File: src/rtl/cam_capture_rgb565_444.sv
// rtl/cam_capture_rgb565_444.sv - OV7670 QQVGA RGB565 capture, repacked to RGB444 frame-buffer writes
//
// Ports:
//   clk             camera pixel clock, all logic on the rising edge
//   rst             synchronous reset, active-low
//   CAM_vsync       frame sync, high during vertical blanking
//   CAM_href        line valid, high while bytes are valid
//   CAM_px_data     camera data byte (two bytes per RGB565 pixel)
//   DP_RAM_regW     one-cycle write strobe per stored pixel
//   DP_RAM_addr_in  linear write address 0..WC*WR-1
//   DP_RAM_data_in  pixel {R[3:0],G[3:0],B[3:0]}
//   frame_done      one-cycle pulse when VSYNC rises at the end of a captured frame
//   overflow        sticky, more than WC*WR pixels arrived in this frame
//   sync_err        sticky, HREF fell after an odd number of bytes
//
// Optional build macro CAM_CAPTURE_TEST_PATTERN_EN replaces camera data with
// eight vertical colour bars; timing, addresses and flags are unchanged.
module cam_capture_rgb565_444 #(
    parameter int AW = 15,
    parameter int DW = 12,
    parameter int WC = 160,
    parameter int WR = 120
) (
    input  logic          clk,
    input  logic          rst,
    input  logic          CAM_vsync,
    input  logic          CAM_href,
    input  logic [7:0]    CAM_px_data,
    output logic          DP_RAM_regW,
    output logic [AW-1:0] DP_RAM_addr_in,
    output logic [DW-1:0] DP_RAM_data_in,
    output logic          frame_done,
    output logic          overflow,
    output logic          sync_err
);

    // Address WC*WR is the reader's out-of-window pixel, so the counter stops there.
    localparam logic [AW-1:0] PIX_MAX = AW'(WC * WR);

    typedef enum logic {S_IDLE, S_CAPTURE} state_t;

    state_t        state_q, state_d;
    logic          vsync_q, vsync_d;
    logic          phase_q, phase_d;
    logic [7:0]    byte_hi_q, byte_hi_d;
    logic [AW-1:0] pix_cnt_q, pix_cnt_d;
    logic          regw_q, regw_d;
    logic [AW-1:0] addr_q, addr_d;
    logic [DW-1:0] data_q, data_d;
    logic          frame_done_q, frame_done_d;
    logic          overflow_q, overflow_d;
    logic          sync_err_q, sync_err_d;

    logic          vs_fall;
    logic          vs_rise;
    logic [11:0]   pixel;

`ifdef CAM_CAPTURE_TEST_PATTERN_EN
    // Bars are 20 columns wide; column is the position within the current line.
    always_comb begin
        pixel = 12'h000;
        case ((int'(pix_cnt_q) % WC) / 20)
            0:       pixel = 12'hFFF;
            1:       pixel = 12'hFF0;
            2:       pixel = 12'h0FF;
            3:       pixel = 12'h0F0;
            4:       pixel = 12'hF0F;
            5:       pixel = 12'hF00;
            6:       pixel = 12'h00F;
            default: pixel = 12'h000;
        endcase
    end

    logic unused_bits;
    assign unused_bits = ^{byte_hi_q, CAM_px_data};
`else
    // RGB565 {RRRRRGGG,GGGBBBBB} -> top four bits of each channel.
    assign pixel = {byte_hi_q[7:4], byte_hi_q[2:0], CAM_px_data[7], CAM_px_data[4:1]};

    logic unused_bits;
    assign unused_bits = ^{byte_hi_q[3], CAM_px_data[6:5], CAM_px_data[0]};
`endif

    assign vs_fall = vsync_q & ~CAM_vsync;
    assign vs_rise = ~vsync_q & CAM_vsync;

    always_comb begin
        state_d      = state_q;
        vsync_d      = CAM_vsync;
        phase_d      = phase_q;
        byte_hi_d    = byte_hi_q;
        pix_cnt_d    = pix_cnt_q;
        regw_d       = 1'b0;
        addr_d       = addr_q;
        data_d       = data_q;
        frame_done_d = 1'b0;
        overflow_d   = overflow_q;
        sync_err_d   = sync_err_q;

        case (state_q)
            S_IDLE: begin
                if (vs_fall) begin
                    state_d    = S_CAPTURE;
                    pix_cnt_d  = '0;
                    phase_d    = 1'b0;
                    overflow_d = 1'b0;
                    sync_err_d = 1'b0;
                    // A byte arriving on the frame-start edge is the first high byte.
                    if (CAM_href) begin
                        byte_hi_d = CAM_px_data;
                        phase_d   = 1'b1;
                    end
                end
            end
            S_CAPTURE: begin
                if (CAM_href) begin
                    if (!phase_q) begin
                        byte_hi_d = CAM_px_data;
                        phase_d   = 1'b1;
                    end else begin
                        phase_d = 1'b0;
                        if (pix_cnt_q < PIX_MAX) begin
                            regw_d    = 1'b1;
                            addr_d    = pix_cnt_q;
                            data_d    = DW'(pixel);
                            pix_cnt_d = pix_cnt_q + 1'b1;
                        end else begin
                            overflow_d = 1'b1;
                        end
                    end
                end else begin
                    if (phase_q) begin
                        sync_err_d = 1'b1;
                    end
                    phase_d = 1'b0;
                end
                // End of frame is evaluated after any pixel completed on this edge.
                if (vs_rise) begin
                    state_d      = S_IDLE;
                    frame_done_d = 1'b1;
                end
            end
        endcase
    end

    always_ff @(posedge clk) begin
        if (!rst) begin
            state_q      <= S_IDLE;
            vsync_q      <= 1'b0;
            phase_q      <= 1'b0;
            byte_hi_q    <= '0;
            pix_cnt_q    <= '0;
            regw_q       <= 1'b0;
            addr_q       <= '0;
            data_q       <= '0;
            frame_done_q <= 1'b0;
            overflow_q   <= 1'b0;
            sync_err_q   <= 1'b0;
        end else begin
            state_q      <= state_d;
            vsync_q      <= vsync_d;
            phase_q      <= phase_d;
            byte_hi_q    <= byte_hi_d;
            pix_cnt_q    <= pix_cnt_d;
            regw_q       <= regw_d;
            addr_q       <= addr_d;
            data_q       <= data_d;
            frame_done_q <= frame_done_d;
            overflow_q   <= overflow_d;
            sync_err_q   <= sync_err_d;
        end
    end

    assign DP_RAM_regW    = regw_q;
    assign DP_RAM_addr_in = addr_q;
    assign DP_RAM_data_in = data_q;
    assign frame_done     = frame_done_q;
    assign overflow       = overflow_q;
    assign sync_err       = sync_err_q;

endmodule

File: config.mk
export PLATFORM = sky130hd
export DESIGN_NAME = cam_capture_rgb565_444
export DESIGN_NICKNAME = d
export VERILOG_FILES = /design/src/rtl/cam_capture_rgb565_444.sv
export SDC_FILE = /design/constraint.sdc
export NUM_CORES = 1
export LEC_CHECK = 0
export ABC_AREA = 1
export ABC_CLOCK_PERIOD_IN_PS = 2000
export CORE_MARGIN = 10
export CORE_UTILIZATION = 30
export DETAILED_ROUTE_END_ITERATION = 8
export PLACE_DENSITY_LB_ADDON = 0.3
export SYNTH_ARGS = -nofsm -noshare
export SYNTH_HDL_FRONTEND = slang
export SYNTH_SLANG_ARGS = --single-unit
File: constraint.sdc
create_clock -name clk -period 2 [get_ports clk]
set_input_delay 0.2 -clock clk [delete_from_list [all_inputs] [get_ports clk]]
set_output_delay 0.2 -clock clk [all_outputs]
set_load 0.05 [all_outputs]
==> results.json <==
{
  "detail-route-antenna-nets": 0,
  "postCtsSetupBuffers": 0,
  "portion_of_netlist_area_occupied_by_mux_cells": 0,
  "synth_area_leaders": "sky130_fd_sc_hd__dfxtp_1 (47%), sky130_fd_sc_hd__nor2_1 (14%), sky130_fd_sc_hd__o21ai_0 (8.2%)",
  "grt_pass1_vias": 2006,
  "timing.critical_path.to_type": "output pin",
  "timing.setup.tns_ps": 0,
  "cts_sink_cnt": 56,
  "proportion_of_power_drawn_by_the_clock_network": 0.317,
  "cp-startpoint": "DP_RAM_addr_in[8]",
  "critical_path_end": "DP_RAM_addr_in[8]",
  "cts-root-buf": "sky130_fd_sc_hd__clkbuf_8",
  "synthesis.nets": 339,
  "finalCritPeriodShare": 0.836,
  "detailed_routing_iteration_count_for_the_pre_antenna_repair_pass": 4,
  "fill_cells": 821,
  "global_route.usage.met1": 0.122,
  "chipWidth_um": 109,
  "yosys.cell_types.count": 29,
  "worstRegToRegCells": 8,
  "sequentialPowerShare": 0.616,
  "initial_utilization": 0.307,
  "timing_worst_setup_path_type": "reg2out",
  "synth-seq-cells": 56,
  "yosys.area_share.adder": 0.00527,
  "timing_worst_slew_pin_value_ps": 528,
  "hold_violations": 0,
  "die_area_sq_um": 11900,
  "ctsResizeCount": 0,
  "synth_compound_area_frac": 0.135,
  "cts.hold.buffers_added": 0,
  "achievable-frequency_ghz": 0.598,
  "yosys.area.top_type": "sky130_fd_sc_hd__dfxtp_1",
  "worstPathMaxFanout": 2,
  "synthesis.area_sq_um": 2380,
  "met3_usage": 0.0271,
  "crit_buf_inv": 1,
  "hold_class": "in2reg",
  "floorplan.core_area_sq_um": 7730,
  "grt_setup_unrepaired": "no",
  "rows": 32,
  "synthesis.area_per_instance_sq_um": 7.29,
  "power-per-cell-area_nw_per_um2": 620,
  "finalWirelength_mm": 5.67,
  "clk_pin_slew_ps": 90,
  "post_route_cells_drive_above_1_share": 0.0650,
  "detailedPlacementHpwl_mm": 4.28,
  "internal_power_of_the_cells_mw": 1.42,
  "num-nets-final": 382,
  "combPwrFrac": 0.067,
  "layout-area-overhead-vs-synth_pct": 25.1,
  "diodes": 0,
  "worst-path-stages": 1,
  "grt_first_pass_wirelength_mm": 9.70,
  "tritoncts": "done",
  "status": "finished clean",
  "most_frequent_standard_cell_in_the_layout_excluding_fill_and_tap_cells": "sky130_fd_sc_hd__nor2_1",
  "post-route-drc-count": 0,
  "maxSlewHeadroom": 0.647,
  "critical_path.max_stage_delay_ps": 810,
  "globalplace.congestion": 0.836,
  "worst_path_cell_chain": "clkdlybuf4s50_1",
  "crit-reg2reg-capture": "pix_cnt_q[10]",
  "numCtsBuffers": 5,
  "finalMaxSlewViolations": 0,
  "arrival_ps": 1470,
  "drv.max_cap_violation_count": 0,
  "vias": 2153,
  "cellLeakagePower_nw": 1.11,
  "y_dimension_of_the_die_um": 109,
  "routed_via_density": 4.57,
  "xor_and_xnor_area_share_after_synthesis": 0.00369,
  "drt_iter0_markers": 94,
  "path_delay_family": "buffers and inverters",
  "power.switching_fraction": 0.231,
  "grt_max_degree": 37,
  "drt-wirelength-per-cell_um": 12.0,
  "final_cell_mix": "sky130_fd_sc_hd__nor2_1 (86), sky130_fd_sc_hd__dfxtp_1 (56), sky130_fd_sc_hd__nand2_1 (52)",
  "worstReg2RegStart": "pix_cnt_q[0]",
  "setup_violations": 0,
  "grtUsageTotal": 0.101,
  "utilization_of_the_core_after_routing": 0.385,
  "grt_busiest_layer": "met2",
  "simple_logic_cell_fraction_of_the_synthesized_area": 0.311,
  "period_minus_slack_ps": 1670,
  "ioPinCount": 43,
  "max-clock-path-buffers": 2,
  "synth_top_cell_area_share": 0.472,
  "total_switching_power_uw": 426,
  "cp-start-kind": "flop",
  "grt.met2_usage": 0.165,
  "yosys_warnings": 0,
  "max-vdd-ir-drop_mv": 0.272,
  "timing.critical_path.required_ps": 1800,
  "io_buffers": 42,
  "post_synth_inst_count": 326,
  "dominant_combinational_cell_family_by_area_after_synthesis": "simple AND/OR/NAND/NOR gates",
  "cp_slowest_cell": "sky130_fd_sc_hd__clkdlybuf4s50_1",
  "synth-seq-area-share": 0.472,
  "p_total_mw": 1.84,
  "reg2reg_slack_ps": 350,
  "grt_remaining_overflow": 0,
  "grt_antenna_before_repair": 0,
  "clk-insertion-delay-late_ps": 310,
  "cts-htree-levels": 2,
  "finalClockSkew_ps": 6.22
}
## flip-flops by register name, summed over array words and instances, names as in the netlist
signal	flops
phase_q	1
DP_RAM_addr_in	15
frame_done	1
sync_err	1
overflow	1
byte_hi_q	7
pix_cnt_q	15
DP_RAM_data_in	12
vsync_q	1
state_q	1
DP_RAM_regW	1
## cells by family (layout without fill, tap and decap cells)
group,after synthesis,in the layout
AOI/OAI and AO/OA,59,59
xor gates and xnor gates,1,1
adders and majority gates,1,1
buffers and inverters,36,79
DFF,56,56
and+or+nand+nor,173,173
## worst min path at each step
stage                       start            endpoint  slack, ps  depth (start not counted)
2_1_floorplan           CAM_vsync             vsync_q        290                          2
3_3_place_gp   DP_RAM_addr_in[14]  DP_RAM_addr_in[14]        450                          2
3_5_place_dp             overflow            overflow        460                          2
4_1_cts                 CAM_vsync             vsync_q        430                          3
5_1_grt                 CAM_vsync             vsync_q        440                          3
6_report                CAM_vsync             vsync_q        440                          3
## through the flow
step	hold slack, ps	instances	setup WS, ps	cell area [sq um]
3_5_place_dp	457	464	265	2890
2_1_floorplan	293	326	653	2380
5_1_grt	435	471	147	2970
4_1_cts	435	471	307	2970
3_3_place_gp	454	464	275	2890
6_report	437	471	327	2970
## per-layer routing
metal | wire length, um | up-vias
li1 | - | 1131
met4 | 111 | 0
met2 | 2660 | 43
met1 | 2550 | 969
met5 | 0 | -
met3 | 346 | 10
## synth_stat cells
cell and count:
sky130_fd_sc_hd__o211a_1 1, sky130_fd_sc_hd__nand3_1 20, sky130_fd_sc_hd__ha_1 1, sky130_fd_sc_hd__dfxtp_1 56
sky130_fd_sc_hd__or2_2 1, sky130_fd_sc_hd__nor2_1 86, sky130_fd_sc_hd__buf_6 3, sky130_fd_sc_hd__a21boi_0 1
sky130_fd_sc_hd__nor2_2 2, sky130_fd_sc_hd__nand3_2 3, sky130_fd_sc_hd__nand2_4 1, sky130_fd_sc_hd__clkbuf_2 1
sky130_fd_sc_hd__nand2_2 2, sky130_fd_sc_hd__clkbuf_1 3, sky130_fd_sc_hd__a21oi_2 1, sky130_fd_sc_hd__inv_1 22
sky130_fd_sc_hd__o21ai_0 39, sky130_fd_sc_hd__buf_4 4, sky130_fd_sc_hd__a21oi_4 1, sky130_fd_sc_hd__nor3_1 2
sky130_fd_sc_hd__o21ai_1 6, sky130_fd_sc_hd__xnor2_1 1, sky130_fd_sc_hd__nand2_8 1, sky130_fd_sc_hd__a21oi_1 9
sky130_fd_sc_hd__o21a_1 1, sky130_fd_sc_hd__nand2_1 52, sky130_fd_sc_hd__inv_2 1, sky130_fd_sc_hd__nand4_1 3
sky130_fd_sc_hd__clkinv_1 2
## power by group through the flow
| stage | clock, mW | sequential, mW | combinational, mW |
|---|---|---|---|
| after detailed placement | 0 | 1.16 | 0.125 |
| final | 0.585 | 1.13 | 0.123 |
| after CTS | 0.605 | 1.13 | 0.125 |
| after global routing | 0.655 | 1.14 | 0.139 |
| after global placement | 0 | 1.16 | 0.123 |
| after floorplan | 0 | 1.17 | 0.0626 |
## layout make-up
class,instances,area [sq um],area share
Sequential cell,56,1120,0.377
Multi-Input combinational cell,234,1080,0.364
Timing Repair Buffer,47,470,0.158
Tap cell,102,128,0.0429
Inverter,25,93.8,0.0316
Clock buffer,6,72.6,0.0244
Clock inverter,1,5.00,0.00168
Note: power is estimated with default switching activity, not from simulation.
